File: src/rtl/sap1_pkg.sv
// Shared definitions for the SAP-1 controller: opcodes, T-state/HALT encoding,
// and the control-word bit positions.
package sap1_pkg;

    typedef enum logic [2:0] {
        T1   = 3'd0,
        T2   = 3'd1,
        T3   = 3'd2,
        T4   = 3'd3,
        T5   = 3'd4,
        T6   = 3'd5,
        HALT = 3'd7
    } tstate_e;

    localparam logic [3:0] OP_LDA = 4'b0000;
    localparam logic [3:0] OP_ADD = 4'b0001;
    localparam logic [3:0] OP_SUB = 4'b0010;
    localparam logic [3:0] OP_JMP = 4'b0011;
    localparam logic [3:0] OP_JC  = 4'b0100;
    localparam logic [3:0] OP_OUT = 4'b1110;
    localparam logic [3:0] OP_HLT = 4'b1111;

    localparam int CW_W        = 13;
    localparam int CW_PC_OUT   = 12;
    localparam int CW_PC_INC   = 11;
    localparam int CW_PC_LOAD  = 10;
    localparam int CW_MAR_LOAD = 9;
    localparam int CW_RAM_OUT  = 8;
    localparam int CW_IR_LOAD  = 7;
    localparam int CW_IR_OUT   = 6;
    localparam int CW_A_LOAD   = 5;
    localparam int CW_A_OUT    = 4;
    localparam int CW_B_LOAD   = 3;
    localparam int CW_ALU_OUT  = 2;
    localparam int CW_ALU_SUB  = 1;
    localparam int CW_OUT_LOAD = 0;

endpackage

File: src/rtl/sap1_ring_counter.sv
// T1..T6 ring state register with a HALT trap; synchronous active-high reset
// takes priority over everything, including HALT.
module sap1_ring_counter
    import sap1_pkg::*;
(
    input  logic    clk,
    input  logic    reset,
    input  logic    halt_i,
    output tstate_e state_o
);

    tstate_e state_q, state_d;

    always_ff @(posedge clk) begin
        state_q <= state_d;
    end

    always_comb begin
        state_d = state_q;
        if (reset) begin
            state_d = T1;
        end else begin
            case (state_q)
                T1:      state_d = T2;
                T2:      state_d = T3;
                T3:      state_d = T4;
                T4:      state_d = halt_i ? HALT : T5;
                T5:      state_d = T6;
                T6:      state_d = T1;
                HALT:    state_d = HALT;
                default: state_d = T1;
            endcase
        end
    end

    assign state_o = state_q;

endmodule

File: src/rtl/sap1_controller.sv
// SAP-1 microsequencer: ring-counter T-state plus combinational control decode.
// Build with SAP1_JUMP_EN defined to add JMP (0011) and JC (0100).
module sap1_controller
    import sap1_pkg::*;
#(
    parameter int OP_W = 4
) (
    input  logic            clk,
    input  logic            reset,
    input  logic [OP_W-1:0] opcode,
    input  logic            carry_flag,
    output logic            pc_out,
    output logic            pc_inc,
    output logic            pc_load,
    output logic            mar_load,
    output logic            ram_out,
    output logic            ir_load,
    output logic            ir_out,
    output logic            a_load,
    output logic            a_out,
    output logic            b_load,
    output logic            alu_out,
    output logic            alu_sub,
    output logic            out_load,
    output logic [2:0]      tstate,
    output logic            halted
);

    tstate_e          state;
    logic             halt_req;
    logic [CW_W-1:0]  cw;

    assign halt_req = (state == T4) && (opcode == OP_W'(OP_HLT));

    sap1_ring_counter u_ring (
        .clk     (clk),
        .reset   (reset),
        .halt_i  (halt_req),
        .state_o (state)
    );

`ifndef SAP1_JUMP_EN
    logic unused_carry;
    assign unused_carry = carry_flag;
`endif

    always_comb begin
        cw = '0;
        case (state)
            T1: begin
                cw[CW_PC_OUT]   = 1'b1;
                cw[CW_MAR_LOAD] = 1'b1;
            end
            T2: cw[CW_PC_INC] = 1'b1;
            T3: begin
                cw[CW_RAM_OUT] = 1'b1;
                cw[CW_IR_LOAD] = 1'b1;
            end
            T4: begin
                case (opcode)
                    OP_W'(OP_LDA), OP_W'(OP_ADD), OP_W'(OP_SUB): begin
                        cw[CW_IR_OUT]   = 1'b1;
                        cw[CW_MAR_LOAD] = 1'b1;
                    end
                    OP_W'(OP_OUT): begin
                        cw[CW_A_OUT]    = 1'b1;
                        cw[CW_OUT_LOAD] = 1'b1;
                    end
`ifdef SAP1_JUMP_EN
                    OP_W'(OP_JMP): begin
                        cw[CW_IR_OUT]  = 1'b1;
                        cw[CW_PC_LOAD] = 1'b1;
                    end
                    OP_W'(OP_JC): begin
                        cw[CW_IR_OUT]  = 1'b1;
                        cw[CW_PC_LOAD] = carry_flag;
                    end
`endif
                    default: ;
                endcase
            end
            T5: begin
                case (opcode)
                    OP_W'(OP_LDA): begin
                        cw[CW_RAM_OUT] = 1'b1;
                        cw[CW_A_LOAD]  = 1'b1;
                    end
                    OP_W'(OP_ADD), OP_W'(OP_SUB): begin
                        cw[CW_RAM_OUT] = 1'b1;
                        cw[CW_B_LOAD]  = 1'b1;
                    end
                    default: ;
                endcase
            end
            T6: begin
                if (opcode == OP_W'(OP_ADD) || opcode == OP_W'(OP_SUB)) begin
                    cw[CW_ALU_OUT] = 1'b1;
                    cw[CW_A_LOAD]  = 1'b1;
                    cw[CW_ALU_SUB] = (opcode == OP_W'(OP_SUB));
                end
            end
            default: ;
        endcase
        // Reset is synchronous for the state, but the outputs must be quiet
        // during the reset cycle itself, whatever state we happen to be in.
        if (reset) begin
            cw = '0;
        end
    end

    assign pc_out   = cw[CW_PC_OUT];
    assign pc_inc   = cw[CW_PC_INC];
    assign pc_load  = cw[CW_PC_LOAD];
    assign mar_load = cw[CW_MAR_LOAD];
    assign ram_out  = cw[CW_RAM_OUT];
    assign ir_load  = cw[CW_IR_LOAD];
    assign ir_out   = cw[CW_IR_OUT];
    assign a_load   = cw[CW_A_LOAD];
    assign a_out    = cw[CW_A_OUT];
    assign b_load   = cw[CW_B_LOAD];
    assign alu_out  = cw[CW_ALU_OUT];
    assign alu_sub  = cw[CW_ALU_SUB];
    assign out_load = cw[CW_OUT_LOAD];

    assign tstate = reset ? 3'd0 : state;
    assign halted = !reset && (state == HALT);

endmodule

File: config.mk
export PLATFORM = sky130hd
export DESIGN_NAME = sap1_controller
export DESIGN_NICKNAME = d
export VERILOG_FILES = /design/src/rtl/sap1_pkg.sv /design/src/rtl/sap1_ring_counter.sv /design/src/rtl/sap1_controller.sv
export SDC_FILE = /design/constraint.sdc
export NUM_CORES = 1
export LEC_CHECK = 0
export CAP_MARGIN = 20
export CORE_AREA = 5 5 42 44
export DETAILED_ROUTE_END_ITERATION = 6
export DIE_AREA = 0 0 47 49
export GPL_TIMING_DRIVEN = 0
export PLACE_DENSITY = 0.7
export SETUP_SLACK_MARGIN = 0.2
export SLEW_MARGIN = 20
export SYNTH_ARGS = -nofsm -noshare
export SYNTH_HDL_FRONTEND = slang
export SYNTH_HIERARCHICAL = 1
export SYNTH_SLANG_ARGS = --single-unit
export TNS_END_PERCENT = 30
File: constraint.sdc
create_clock -name clk -period 1.8 [get_ports clk]
set_clock_uncertainty 0.1 [all_clocks]
set_input_delay 0.36 -clock clk [delete_from_list [all_inputs] [get_ports clk]]
set_output_delay 0.36 -clock clk [all_outputs]
set_load 0.05 [all_outputs]
# Word level (Yosys, flattened, before mapping)

Cells that the tools add are included.

Register bits: 3
Logic and storage cells: 39
Output and inout bits: 17
Bits of input ports: 7

Reduce and logical (&&, ||, !) cells: 8
Eq/ne operators: 10
Multiplexer cells: 20

Operators by type and width:

| operator                                                        | number |
|---|---|
| 3-bit one-hot mux with 6 select lines                           | 1 |
| 13-bit 2-to-1 mux                                               | 1 |
| 1-bit 2-to-1 mux                                                | 11 |
| 3-bit == test, second input constant                            | 3 |
| 4-bit == test, second input constant                            | 2 |
| 3-bit by 2-bit == test with 1-bit output, second input constant | 2 |
| 2-bit 2-to-1 mux                                                | 3 |
| 1-bit one-hot mux with 2 select lines                           | 3 |
| 4-bit by 1-bit == test with 1-bit output, second input constant | 1 |
| 4-bit by 2-bit == test with 1-bit output, second input constant | 1 |
| 4-bit logical NOT                                               | 1 |
| 3-bit by 1-bit == test with 1-bit output, second input constant | 1 |
| 3-bit logical NOT                                               | 1 |
| 3-bit 2-to-1 mux                                                | 1 |
| 3-bit OR reduction                                              | 1 |
| 1-bit logical AND                                               | 2 |
| 2-bit OR reduction                                              | 1 |
| 1-bit logical NOT                                               | 1 |
| 1-bit logical OR                                                | 1 |

# Depth between registers and ports, before layout

Gate-level depths: netlist of run 1.

Word-level depth: 5
Depth in mapped cells: 5
Gate-level depth less buffers: 4

# Cells and area by module

Netlist of run 1, hierarchy kept.

By module, submodules not included:

| module            | area an instance (µm²) | cells each | seq. area each (µm²) | times used |
|---|---|---|---|---|
| sap1_controller   | 235.2                  | 37         | 0.0                  | 1 |
| sap1_ring_counter | 135.1                  | 13         | 60.1                 | 1 |

# Least setup slack after synthesis of run 1

No wires, ideal clock.

Kind: input-to-output
Start: in reset
End: out a_load
Cell stages on the path: 2
Data arrival time: 3.351 ns
Data required time: 1.340 ns
Path slack: -2.011 ns
Buffers on the path: 0
Path through: or4b_4 -> a2111oi_0

Word-level cells in the longest chain between the ends: 1

Ends and longest elaborated chain:

| item              | line                   | text |
|---|---|---|
| from (decl)       | sap1_controller.sv:9   | `input logic reset,` |
| 13-bit 2-to-1 mux | sap1_controller.sv:106 | `if (reset) begin` |
| to (decl)         | sap1_controller.sv:19  | `output logic a_load,` |

Every way passes these cells.

# Final worst setup path of run 1

Start: in reset
End: out alu_sub

Word-level cells in the longest chain between the ends: 1

Ends and longest elaborated chain:

| item              | line                   | text |
|---|---|---|
| 13-bit 2-to-1 mux | sap1_controller.sv:106 |  |
| to (decl)         | sap1_controller.sv:23  | `output logic alu_sub,` |

Every way passes these cells.

==> flow_metrics.env, run 1 <==
export IMPL_leakage_nw=0.3754
export IMPL_path_cells="buf_2 > or4b_4 > or3b_4 > nor2_4 > buf_8"
export IMPL_worstSetupStartpointType="input pin"
export IMPL_endpoint_kind="primary output"
export IMPL_dp_hpwl_um=940.1
export IMPL_period_share=1.230
export IMPL_crit_end="alu_sub"
export IMPL_overflow=0
export IMPL_htreeDepth=1
export IMPL_grt_pass1_wl_mm=2.256
export IMPL_worstSkewPairLatency_ns=0.23
export IMPL_antenna_found_initial=0
export IMPL_regArea_um2=71.32
export IMPL_power_density_nw_per_um2=443.4
export IMPL_cp_slowest_stage_delay_ns=0.55
export IMPL_synthFlopType="dfxtp_1"
export IMPL_die_w_um=47
export IMPL_post_drt_wl_per_cell_um=14.35
export IMPL_ant_nets=0
export IMPL_crit_required_ns=1.34
export IMPL_syn_area_um2=370.4
export IMPL_die_area_um2=2303
export IMPL_fin_hold_ws_ns=0.2849
export IMPL_cts_root_buf="clkbuf_4"
export IMPL_worstPathArrival_ns=1.75
export IMPL_fp_row_count=14
export IMPL_cts_buffer_depth=2
export IMPL_fin_ws_ns=-0.4146
export IMPL_vias_per_cell=5.238
export IMPL_grt_pass1_vias=514
export IMPL_synth_edf_count=0
export IMPL_hold_viol=0
export IMPL_start_util=0.2643
export IMPL_final_nets=93
export IMPL_drtIter0Drc=1
export IMPL_finalWeightedCongestion=0.7327
export IMPL_io_buffers=21
export IMPL_largest_reg_flops=3
export IMPL_synth_nets=57
export IMPL_cts_tree="built"
export IMPL_drive_gt1_frac=0.7412
export IMPL_rr_startpoint="u_ring/state_o[0]"
export IMPL_synthArstFlopShare=0
export IMPL_placeableCoreArea_um2=1401
export IMPL_ys_types=28
export IMPL_vias=529
export IMPL_cp_slowest_cell="or4b_4"
export IMPL_io_pins=24
export IMPL_critical_path_class="in -> out"
export IMPL_r2r_slack_ns=0.08
export IMPL_rsz0062_at_grt="yes"
export IMPL_grt_max_degree=11
export IMPL_violations="negative setup slack"
export IMPL_max_freq_mhz=451.6
export IMPL_power_w=0.0004316
export IMPL_ys_warn_count=6
export IMPL_design_area_um2=973.4
export IMPL_cts_clk_slew_worst_paths_ns=0.03
export IMPL_drt_first_pass_iters=3
export IMPL_crit_fanout=5
export IMPL_fillCellCount=103
export IMPL_layout_min_cycle_time_ns=2.215
export IMPL_max_vdd_ir_drop_v=0.0005093
export IMPL_setup_viol=8
export IMPL_cts_sinks=3
export IMPL_synth_seq_area_share=0.1622
export IMPL_min_path_cells=2
export IMPL_antenna_cells=0
export IMPL_multi_input_comb_area_um2=459.2
export IMPL_pre_cts_slack_ns=-1.502
export IMPL_crit_reg2reg_capture="u_ring/state_o[1]"
export IMPL_drc=0
export IMPL_finalMaxSlewViolations=0
export IMPL_area_growth_pct=162.8
export IMPL_timing_max_cap_violations=0
export IMPL_synth_cells=50
export IMPL_hp_class="in -> reg"
export IMPL_cts_buffers=3
export IMPL_cts_hold_buf=0
export IMPL_die_h_um=49
export IMPL_r2r_cells=6
export IMPL_dpl_instance_area_um2=774.5
export IMPL_synth_avg_cell_area_um2=7.407
export IMPL_grt_total_usage=0.1287
export IMPL_wl_mm=1.449
export IMPL_status="complete, but fails checks"
export IMPL_synth_seq_cells=3
export IMPL_startpoint="reset"
[area by class of cell]
cell class / count / area share
multi-input cells: 40 / 0.4717
repair buffers: 31 / 0.3149
plain buffers: 6 / 0.08869
flip-flops and latches: 3 / 0.07326
clock buffers: 4 / 0.02699
well taps: 16 / 0.02057
inverters: 1 / 0.003856
[worst min-delay path by stage]
| stage | slack [ns] | from | to |
|---|---|---|---|
| 6_report | 0.28 | reset | u_ring/state_o[2] |
| 5_1_grt | 0.29 | reset | u_ring/state_o[2] |
| 3_3_place_gp | 0.40 | u_ring/state_o[1] | u_ring/state_o[0] |
| 2_1_floorplan | 0.33 | reset | u_ring/state_o[1] |
| 3_5_place_dp | 0.40 | u_ring/state_o[1] | u_ring/state_o[0] |
| 4_1_cts | 0.26 | reset | u_ring/state_o[2] |
[layout by cell type, fill, tap and decap left out, drive strengths merged]
| cell type | instances |
|---|---|
| a221oi | 1 |
| a2111oi | 2 |
| nor2 | 2 |
| a21oi | 1 |
| and4bb | 1 |
| xnor2 | 1 |
| nand2 | 2 |
| dlymetal6s2s | 1 |
| clkdlybuf4s15 | 1 |
| nor3b | 1 |
| buf | 32 |
| nand3 | 1 |
| dfxtp | 3 |
| and3 | 1 |
| nor3 | 4 |
| nand3b | 1 |
| nor2b | 4 |
| or2 | 1 |
| conb | 1 |
| nor4 | 1 |
| nand4 | 1 |
| or3b | 2 |
| o21ai | 1 |
| inv | 1 |
| nand2b | 4 |
| clkbuf | 7 |
| or4b | 1 |
| nor4b | 2 |
| a211oi | 4 |
[cell families (layout without fill, tap and decap cells)]
| kind of cell | Yosys count | after routing | share of synthesized area |
|---|---|---|---|
| xor+xnor | 1 | 1 | 0.02365 |
| compound gates | 9 | 9 | 0.1959 |
| flops | 3 | 3 | 0.1622 |
| buf+inv | 7 | 42 | 0.09118 |
| other cells | 1 | 1 | 0.01013 |
| simple gates | 29 | 29 | 0.5169 |
[per-layer routing]
metal	share of wire	GRT usage
met1	0.43	0.1772
met2	0.50	0.1787
met3	0.055	0.05535
met4	0.0097	0.03687
met5	0	0
[repair_timing]
| item | CTS | global route |
|---|---|---|
| buffers inserted | 4 | 6 |
| setup endpoints to repair | 18 | 17 |
| pin swaps | 9 | 7 |
| resized for setup | 133 | 18 |
[per-stage QoR]
step                        util  setup TNS [ns]  instances
after floorplan                -          -1.774         50
after global placement    0.5527          -16.44         87
after detailed placement  0.5527          -16.49         87
after CTS                 0.6134          -2.207         95
after global routing      0.6946          -2.452        101
final                     0.6946          -1.843        101
[power breakdown]
part           switching, W  total (W)  internal, W
Clock             0.0000336   0.000117    0.0000830
Sequential       0.00000703  0.0000786    0.0000716
Combinational      0.000133   0.000236     0.000104
Total              0.000173   0.000432     0.000258
[cell usage after synthesis, drive strengths merged, types with 2 or more instances]
library cell / instances / share of area
nor3: 4 / 0.054
buf: 2 / 0.041
clkbuf: 4 / 0.041
nor2: 2 / 0.020
a2111oi: 2 / 0.064
dfxtp: 3 / 0.16
nor4b: 2 / 0.047
nand2b: 4 / 0.068
a211oi: 4 / 0.081
nor2b: 4 / 0.068
or3b: 2 / 0.047
nand2: 2 / 0.020
[critical path: cells and delay by family]
| family | cells | cell delay, ns |
|---|---|---|
| buf+inv | 2 | 0.29 |
| simple gates | 3 | 1.09 |
Note: power is estimated with default switching activity, not from simulation.
==> run 2, diff against run 1 <==
==> constraint.sdc (replaced) <==
create_clock -name clk -period 1.8 [get_ports clk]
set_clock_uncertainty 0.1 [all_clocks]
set_input_delay 0.18 -clock clk [delete_from_list [all_inputs] [get_ports clk]]
set_output_delay 0.18 -clock clk [all_outputs]
set_load 0.05 [all_outputs]
==> flow_metrics.env, run 2 (synthesis results as in run 1) <==
export IMPL_status="complete, but fails checks"
export IMPL_violations="negative setup slack"
export IMPL_cts_buffers=3
export IMPL_fp_row_count=14
export IMPL_grt_max_degree=11
export IMPL_clkPwrFrac=0.307
export IMPL_cts_sinks=3
export IMPL_layout_min_cycle_time_ns=1.988
export IMPL_min_path_cells=2
export IMPL_dp_hpwl_um=859.3
export IMPL_critical_path_class="reg -> out"
export IMPL_crit_fanout=3
export IMPL_wl_mm=1.306
export IMPL_largest_reg_flops=3
export IMPL_die_w_um=47
export IMPL_cts_root_buf="clkbuf_4"
export IMPL_rr_startpoint="u_ring/state_o[0]"
export IMPL_final_nets=87
export IMPL_io_pins=24
export IMPL_rsz0062_at_grt="yes"
export IMPL_die_h_um=49
export IMPL_setup_viol=5
export IMPL_hold_viol=0
export IMPL_period_share=1.104
export IMPL_max_freq_mhz=503.1
export IMPL_regArea_um2=71.32
export IMPL_grt_pass1_wl_mm=2.235
export IMPL_htreeDepth=1
export IMPL_cp_slowest_stage_delay_ns=0.46
export IMPL_cp_slowest_cell="or4b_4"
export IMPL_finalWeightedCongestion=0.7112
export IMPL_drc=0
export IMPL_hp_class="in -> reg"
export IMPL_setup_tns_ns=-0.5150
export IMPL_fillCellCount=143
export IMPL_drtIter0Drc=2
export IMPL_antenna_cells=0
export IMPL_grt_pass1_vias=507
export IMPL_grt_total_usage=0.1276
export IMPL_net_switching_power_w=0.0001623
export IMPL_cts_tree="built"
export IMPL_cts_clk_slew_worst_paths_ns=0.04
export IMPL_final_cell_mix="buf_6 (9), buf_4 (9), dlygate4sd2_1 (5)"
export IMPL_worstSkewPairLatency_ns=0.23
export IMPL_area_growth_pct=120.6
export IMPL_power_switching_share=0.4142
export IMPL_cts_hold_buf=0
export IMPL_endpoint_kind="primary output"
export IMPL_ant_nets=0
export IMPL_worstPathArrival_ns=1.71
export IMPL_overflow=0
export IMPL_post_drt_wl_per_cell_um=13.75
export IMPL_power_density_nw_per_um2=479.6
export IMPL_io_buffers=21
export IMPL_power_w=0.0003918
export IMPL_die_area_um2=2303
export IMPL_path_cells="or4b_4 > or3b_4 > nor2_4 > buf_6"
export IMPL_timing_max_cap_violations=0
export IMPL_leakage_nw=0.3118
export IMPL_fin_ws_ns=-0.1879
export IMPL_finalMaxSlewViolations=0
export IMPL_r2r_cells=5
export IMPL_crit_required_ns=1.52
export IMPL_start_util=0.2643
export IMPL_p_seq_frac=0.211
export IMPL_cts_buffer_depth=2
export IMPL_min_from="reset"
export IMPL_drive_gt1_frac=0.6329
export IMPL_worstSetupStartpointType="register"
export IMPL_max_vdd_ir_drop_v=0.0003411
export IMPL_antenna_found_initial=0
export IMPL_placeableCoreArea_um2=1401
export IMPL_p_comb_frac=0.482
export IMPL_drt_first_pass_iters=3
export IMPL_vias=481
export IMPL_multi_input_comb_area_um2=401.6
export IMPL_vias_per_cell=5.063
export IMPL_internal_power_w=0.0002295
export IMPL_startpoint="u_ring/state_o[2]"
-- run 2: path summary, 6_finish.rpt --
path | slack (ns) | end
setup / recovery | -0.19 | alu_sub
hold reg to reg | 0.42 | u_ring/state_o[0]
setup reg to reg | 0.10 | u_ring/state_o[1]
hold / removal | 0.26 | u_ring/state_o[1]
-- run 2: what timing repair did --
action,CTS,global route
resized for setup,114,6
buffers inserted,4,0
pin swaps,6,2
setup endpoints to repair,17,16
-- run 2: layer usage --
layer	track usage	vias to the layer above	wire length (um)
li1	-	239	-
met1	0.1652	229	579
met2	0.2036	13	664
met3	0.04428	0	62
met4	0.01843	0	0
met5	0	-	0
-- run 2: metrics by stage --
step / hold WS (ns) / setup slack [ns] / utilization / instances / instance area, um^2
3_3_place_gp: 0.4077 / -1.107 / 0.5268 / 87 / 738.2
4_1_cts: 0.2469 / -0.2496 / 0.5786 / 95 / 810.8
5_1_grt: 0.2724 / -0.2316 / 0.5830 / 95 / 817.0
6_report: 0.2566 / -0.1879 / 0.5830 / 95 / 817.0
2_1_floorplan: 0.1467 / -0.07140 / - / 50 / 508.0
3_5_place_dp: 0.4025 / -1.103 / 0.5268 / 87 / 738.2
-- run 2: final cells by class --
class,count,share of cell area
plain buffers,6,0.08576
repair buffers,25,0.2741
flip-flops and latches,3,0.08729
inverters,1,0.004594
clock buffers,4,0.03216
well taps,16,0.02450
multi-input cells,40,0.4916
-- run 2: power by group through the flow --
| stage | Combinational [W] | Clock (W) | Sequential [W] |
|---|---|---|---|
| after floorplan | 0.000125 | 0 | 0.0000807 |
| after global placement | 0.000173 | 0 | 0.0000839 |
| after detailed placement | 0.000174 | 0 | 0.0000837 |
| after CTS | 0.000184 | 0.000127 | 0.0000817 |
| after global routing | 0.000202 | 0.000136 | 0.0000834 |
| final | 0.000189 | 0.000120 | 0.0000827 |
-- run 2: critical path, delay by kind of cell (launching register included) --
kind	cells	cell delay, ns
buf+inv	1	0.16
flops	1	0.34
simple gates	3	0.98
==> run 3, diff against run 2 <==
--- a/config.mk
+++ b/config.mk
@@ -5,8 +5,10 @@
 export SDC_FILE = /design/constraint.sdc
 export NUM_CORES = 1
 export LEC_CHECK = 0
+export ABC_CLOCK_PERIOD_IN_PS = 1800
 export CAP_MARGIN = 20
 export CORE_AREA = 5 5 42 44
+export CTS_CLUSTER_DIAMETER = 120
 export DETAILED_ROUTE_END_ITERATION = 6
 export DIE_AREA = 0 0 47 49
 export GPL_TIMING_DRIVEN = 0
==> results of run 3 <==
Same layout as run 2: the final DEF is identical, and so are final timing and power.
